--- config.mk ---
export PLATFORM = sky130hd
export DESIGN_NAME = pipe_stage_reg
export DESIGN_NICKNAME = d
export VERILOG_FILES = /design/src/rtl/pipe_stage_reg.sv
export SDC_FILE = /design/constraint.sdc
export NUM_CORES = 1
export LEC_CHECK = 0
export ABC_AREA = 0
export CELL_PAD_IN_SITES_DETAIL_PLACEMENT = 0
export CELL_PAD_IN_SITES_GLOBAL_PLACEMENT = 1
export CORE_AREA = 2 2 160 162
export DETAILED_ROUTE_END_ITERATION = 10
export DIE_AREA = 0 0 162 164
export GPL_TIMING_DRIVEN = 0
export HOLD_SLACK_MARGIN = 0.03
export PLACE_DENSITY_LB_ADDON = 0.1
export SYNTH_ARGS = -nofsm -noshare
export SYNTH_HDL_FRONTEND = slang
export SYNTH_SLANG_ARGS = --single-unit
--- constraint.sdc ---
create_clock -name clk -period 10 [get_ports clk]
set_clock_uncertainty 0.1 [all_clocks]
set_input_delay 1.5 -clock clk [delete_from_list [all_inputs] [get_ports clk]]
set_output_delay 1.5 -clock clk [all_outputs]
set_load 0.03 [all_outputs]
--- src/rtl/pipe_stage_reg.sv ---
// pipe_stage_reg -- parametrised pipeline stage register with a 2-entry skid
// buffer, valid/ready handshake and synchronous flush.
//
// The control bundle is zeroed whenever an entry leaves or is flushed, so a
// bubble always reads as a NOP on out_ctrl. The data bundle is never cleared
// except by reset; consumers qualify it with out_valid.
//
// Optional feature: define PIPE_STAGE_STATS_EN to add the COUNT_W parameter
// and the saturating stall_count output. Without the macro the port, the
// parameter and the counter are absent and everything else is identical.
module pipe_stage_reg #(
    parameter int CTRL_W  = 15,
    parameter int DATA_W  = 96
`ifdef PIPE_STAGE_STATS_EN
    ,
    parameter int COUNT_W = 16
`endif
) (
    input  logic              clk,
    input  logic              reset,
    input  logic              flush,
    input  logic              in_valid,
    output logic              in_ready,
    input  logic [CTRL_W-1:0] in_ctrl,
    input  logic [DATA_W-1:0] in_data,
    output logic              out_valid,
    input  logic              out_ready,
    output logic [CTRL_W-1:0] out_ctrl,
    output logic [DATA_W-1:0] out_data
`ifdef PIPE_STAGE_STATS_EN
    ,
    output logic [COUNT_W-1:0] stall_count
`endif
);

    // Occupancy is encoded as {skid_valid, main_valid}; 2'b10 is unreachable.
    typedef enum logic [1:0] {
        EMPTY = 2'b00,
        ONE   = 2'b01,
        FULL  = 2'b11
    } state_t;

    state_t            state_reg;

    logic [CTRL_W-1:0] main_ctrl_reg;
    logic [DATA_W-1:0] main_data_reg;
    logic [CTRL_W-1:0] skid_ctrl_reg;
    logic [DATA_W-1:0] skid_data_reg;

    logic              main_valid;
    logic              skid_valid;
    logic              in_fire;
    logic              out_fire;

    assign main_valid = state_reg[0];
    assign skid_valid = state_reg[1];

    // in_ready comes straight from the skid occupancy bit, so there is no
    // combinational path from out_ready back to the upstream stage.
    assign in_ready  = ~skid_valid;
    assign out_valid = main_valid;
    assign out_ctrl  = main_ctrl_reg;
    assign out_data  = main_data_reg;

    assign in_fire  = in_valid & in_ready;
    assign out_fire = main_valid & out_ready;

    // Occupancy state machine and main/skid entry storage.
    always_ff @(posedge clk or posedge reset) begin
        if (reset) begin
            state_reg     <= EMPTY;
            main_ctrl_reg <= '0;
            main_data_reg <= '0;
            skid_ctrl_reg <= '0;
            skid_data_reg <= '0;
        end else if (flush) begin
            // Flush beats any handshake: both entries become bubbles and a
            // simultaneous incoming entry is dropped. Data is left as-is.
            state_reg     <= EMPTY;
            main_ctrl_reg <= '0;
            skid_ctrl_reg <= '0;
        end else begin
            case (state_reg)
                EMPTY: begin
                    if (in_fire) begin
                        state_reg     <= ONE;
                        main_ctrl_reg <= in_ctrl;
                        main_data_reg <= in_data;
                    end
                end
                ONE: begin
                    if (in_fire && out_fire) begin
                        // Pass-through at full rate: replace the leaving entry.
                        main_ctrl_reg <= in_ctrl;
                        main_data_reg <= in_data;
                    end else if (in_fire) begin
                        // Downstream stalled: park the new entry in the skid slot.
                        state_reg     <= FULL;
                        skid_ctrl_reg <= in_ctrl;
                        skid_data_reg <= in_data;
                    end else if (out_fire) begin
                        // Entry left with nothing behind it; present a NOP.
                        state_reg     <= EMPTY;
                        main_ctrl_reg <= '0;
                    end
                end
                FULL: begin
                    if (out_fire) begin
                        // Promote the older skid entry to keep acceptance order.
                        state_reg     <= ONE;
                        main_ctrl_reg <= skid_ctrl_reg;
                        main_data_reg <= skid_data_reg;
                        skid_ctrl_reg <= '0;
                    end
                end
                default: begin
                    // Unreachable encoding: recover to a clean empty stage.
                    state_reg     <= EMPTY;
                    main_ctrl_reg <= '0;
                    skid_ctrl_reg <= '0;
                end
            endcase
        end
    end

`ifdef PIPE_STAGE_STATS_EN
    logic [COUNT_W-1:0] stall_count_reg;

    assign stall_count = stall_count_reg;

    // Count cycles where an entry is presented but not taken; saturate at
    // all-ones. Flush leaves it alone so stall history survives pipeline
    // redirects.
    always_ff @(posedge clk or posedge reset) begin
        if (reset) begin
            stall_count_reg <= '0;
        end else if (main_valid && !out_ready && (stall_count_reg != '1)) begin
            stall_count_reg <= stall_count_reg + 1'b1;
        end
    end
`endif

endmodule

Yosys cells after proc, flatten, opt, wreduce, memory -nomap -nowiden

Cells that the tools add are included.
W data, S select, Z words.

Output and inout port bits: 113
Input bits: 116
Flip-flop bits (word level): 224
Word-level logic and storage cells: 52

Bitwise gates (word level): 5
Reduce and logical (&&, ||, !) cells: 8
Equal/unequal tests: 13
Mux-type cells: 21

Operators with widths:

| kind                 | count |
|---|---|
| $mux W96             | 3 |
| $pmux W96 S3         | 1 |
| $mux W15             | 8 |
| $pmux W15 S3         | 2 |
| $reduce_and A4 Y1    | 4 |
| $mux W2              | 6 |
| $ne A3 B3 Y1 const B | 4 |
| $ne A4 B4 Y1 const B | 3 |
| $ne A2 B2 Y1 const B | 4 |
| $pmux W2 S3          | 1 |
| $reduce_and A5 Y1    | 1 |
| $not A1 Y1           | 3 |
| $reduce_bool A3 Y1   | 1 |
| $and A1 B1 Y1        | 2 |
| $eq A2 B1 Y1 const B | 1 |
| $eq A2 B2 Y1 const B | 1 |
| $logic_not A2 Y1     | 1 |
| $logic_and A1 B1 Y1  | 1 |

Longest topological paths before layout

Depth after elaboration: 6
Depth in mapped cells: 8
Gate-level depth less buffers: 6

Worst setup path after synthesis

No wires, ideal clock.

Path type: in2reg
From: in in_valid
To: reg skid_ctrl_reg[0]
Buffers on the path: 1
Cell stages on the path: 5
Arrival time: 2.584 ns
Path slack: 7.236 ns
Library setup time: 0.079 ns
Data required time: 9.821 ns
Path through: nor2b_1 > a21bo_2 > a21oi_2 > buf_6 > mux2i_1

Longest elaborated chain between the ends: 4
Elaborated cells between the ends (all ways): 5
Classes of those cells: eq/ne (2); bitwise (1); reduce/logical (2)

Ends and longest elaborated chain:

| what                            | line | RTL |
|---|---|---|
| start, declared                 | 22   | `input logic in_valid,` |
| $and A1 B1 Y1 (*)               | 65   | `assign in_fire = in_valid & in_ready;` |
| $logic_and A1 B1 Y1             | 92   | `if (in_fire && out_fire) begin` |
| $ne A3 B3 Y1 (no line)          | n/a  |  |
| $reduce_and A4 Y1 (no line) (*) | n/a  |  |
| end signal, assigned            | 99   | `skid_ctrl_reg <= in_ctrl;` |
| end, declared                   | 47   | `logic [CTRL_W-1:0] skid_ctrl_reg;` |

Mark *: on every way between the ends. The rest lies on a longest branch, timed or not.
A chain may end at the register's enable or synchronous reset.

Worst setup path after layout

From: reg state_reg[0]
To: out out_valid

RTL lines:

| what                   | line | RTL |
|---|---|---|
| start, declared        | 43   | `state_t state_reg;` |
| start signal, assigned | 71   | `state_reg <= EMPTY;` |
| start signal, assigned | 79   | `state_reg <= EMPTY;` |
| start signal, assigned | 86   | `state_reg <= ONE;` |
| end, declared          | 26   | `output logic out_valid,` |

No word-level cell between the ends.

==> impl_metrics.json <==
{
  "synth_top_area_share_pct": 56.89,
  "path_buf_inv": 1,
  "maxCapViolCount": 0,
  "syn_inst": 785,
  "core_area_um2": 24820,
  "status": "finished, final reports clean",
  "drive_above_1_share_pct": 17.09,
  "mostFrequentLayoutCells": "clkdlybuf4s50_1, dfrtp_1, mux2i_1",
  "final_cells": 1385,
  "synth-compound-area-share_pct": 14.46,
  "placed_cells": 1344,
  "die_area_um2": 26570,
  "gp_congestion": 0.7339,
  "slew_viol_final": 0,
  "grt_overflow": 0,
  "path_class": "reg2out",
  "area_delta_synth_final_pct": 35.56,
  "finalCriticalPeriod_ps": 3395,
  "cts_tree": "done",
  "rrSetupSlack_ps": 7500,
  "grt_pass1_wl_mm": 41.35,
  "cp_num_cells": 1,
  "io-pin-count": 229,
  "async_flop_share_pct": 100.0,
  "whs_path_depth": 1,
  "dr.pass1.iters": 4,
  "drt_iter0_markers": 368,
  "endpoint_kind": "output pin",
  "die_x_um": 162,
  "path_max_fanout": 8,
  "setup_viol": 0,
  "clk_pin_slew_worst_paths_ps": 60,
  "clockBufferDepth": 3,
  "reg2reg_depth": 7,
  "synth_top_family_by_area": "multiplexers",
  "num_vias": 7200,
  "multiInputGateArea_um2": 3805,
  "finalHoldViolCount": 0,
  "ant_nets": 0,
  "yosysSeqAreaShare_pct": 56.89,
  "ys.flop_type": "dfrtp_1",
  "yosys.area_share.adder_pct": 0.5079,
  "synth-xor-area-share_pct": 0.08889,
  "critPathMaxStageDelay_ps": 770,
  "grt_usage_pct": 19.72,
  "synthSimpleGateAreaFrac_pct": 1.206,
  "routedWlPerCell_um": 18.98,
  "syn-cell-area_um2": 9853,
  "synth.mux.area_fraction_pct": 22.35,
  "final_common_cell": "clkdlybuf4s50_1",
  "synthTopCellsByArea": "dfrtp_1, mux2i_1, mux2_2",
  "rsz0062_at_grt": "no",
  "insertion_delay_ps": 510,
  "synth_fp_nets": 905,
  "powerDensity_nw_per_um2": 319.7,
  "worstMarginPinSlew_ps": 869.1,
  "period_share_pct": 33.95,
  "grt_pass1_vias": 7524,
  "fp-row-count": 58,
  "nFillCells": 2228,
  "postRouteWirelength_mm": 26.29,
  "required_ps": 8400,
  "antenna_found_initial": 2,
  "crit_chain": "clkdlybuf4s50_1",
  "synth_cell_type_count": 29,
  "relSlewSlack_pct": 42.06,
  "fmax_mhz": 294.6,
  "vdd_drop_max_mv": 0.1456,
  "cts-htree-levels": 1,
  "via_per_inst": 5.199,
  "path_delay_family": "buffers and inverters",
  "ys_ff_latch": 224,
  "hold_buffers": 0,
  "cts.repair.resized": 0,
  "critPathArrivalTime_ps": 1790,
  "cts_made_buffers": 25,
  "die_y_um": 164,
  "grt_start_max_net_pins": 126,
  "synth_top_area_cell": "dfrtp_1",
  "nets": 1161,
  "p_leak_nw": 5.320,
  "io_buffers": 228,
  "start_util_pct": 39.70,
  "yosysWarnings": 0,
  "syn-mean-instance-area_um2": 12.55,
  "seqCellArea_um2": 5605,
  "start_kind": "flop",
  "drc": 0,
  "crit_path_top_delay_cell": "clkdlybuf4s50_1",
  "hpwl_mm": 17.80,
  "cts_setup_buffers": 0,
  "hold_path.class": "reg2reg",
  "clock-sinks": 224,
  "hold_ws_ps": 387.5,
  "synth_edf_count": 0,
  "root_buffer": "clkbuf_16"
}
==> layout make-up <==
class	count	area share [%]
multi-input combinational	472	28.49
sequential	224	41.97
clock inverter	4	0.3372
antenna	2	0.03747
buffer	71	2.810
timing repair buffer	229	17.29
tap	330	3.091
clock buffer	35	5.415
inverter	18	0.5621
==> where the power goes <==
group	internal (mW)	total [mW]	switching, mW	leakage (nW)
registers	1.33	1.56	0.235	2.65
clock network	0.522	0.877	0.355	0.382
logic	0.797	1.83	1.03	2.29
total	2.65	4.27	1.62	5.32
==> synthesized netlist by cell type, types with 2 or more instances <==
cell type / count
a21oi_1: 98
a22oi_1: 17
a31oi_1: 96
buf_2: 27
buf_4: 10
buf_6: 5
clkbuf_1: 29
dfrtp_1: 224
ha_1: 4
inv_1: 18
mux2_2: 96
mux2i_1: 112
nand2_1: 16
nand2b_1: 2
nor2b_1: 2
o2bb2ai_1: 16
==> metrics by stage <==
step	setup slack, ps	cell area (µm²)	util [%]	power [mW]	setup TNS [ps]
2_1_floorplan	2266	9853	-	2.667	0
3_3_place_gp	-1064	12550	50.56	3.389	-235220
3_5_place_dp	6268	12580	50.70	3.420	0
4_1_cts	6580	13350	53.80	4.317	0
5_1_grt	6529	13360	53.82	4.529	0
6_report	6605	13360	53.82	4.270	0
==> cell families after synthesis <==
| family | count (synthesis) |
|---|---|
| and+or+nand+nor | 25 |
| buffers and inverters | 89 |
| adders and majority gates | 4 |
| DFF | 224 |
| muxes | 208 |
| AOI/OAI and AO/OA | 234 |
| xor gates and xnor gates | 1 |
==> metal layers <==
layer / GRT usage (%) / wire length, µm / up-vias
li1: - / - / 3407
met1: 26.83 / 11890 / 3566
met2: 32.03 / 12270 / 188
met3: 4.141 / 1515 / 39
met4: 5.672 / 613 / 0
met5: 0 / 0 / -
==> path summary, 6_finish.rpt <==
check,startpoint,endpoint
worst min-delay path,out_ctrl[7]$_DFFE_PP0P_,out_ctrl[7]$_DFFE_PP0P_
max in group asynchronous,reset,out_ctrl[1]$_DFFE_PP0P_
worst min register to register,out_ctrl[7]$_DFFE_PP0P_,out_ctrl[7]$_DFFE_PP0P_
worst max register to register,state_reg[0]$_DFFE_PP0P_,out_data[20]$_DFFE_PP0P_
min in group asynchronous,reset,skid_data_reg[23]$_DFFE_PP0P_
worst max-delay path,state_reg[0]$_DFFE_PP0P_,out_valid
==> worst reg2reg max path, stage by stage, from the launching register on <==
cell,delay (ps)
dfrtp_1,520
inv_1,120
ha_1,220
or2_1,250
a221oi_2,340
buf_2,390
buf_2,290
a31oi_1,120
Power figures use the tool's default switching activity.
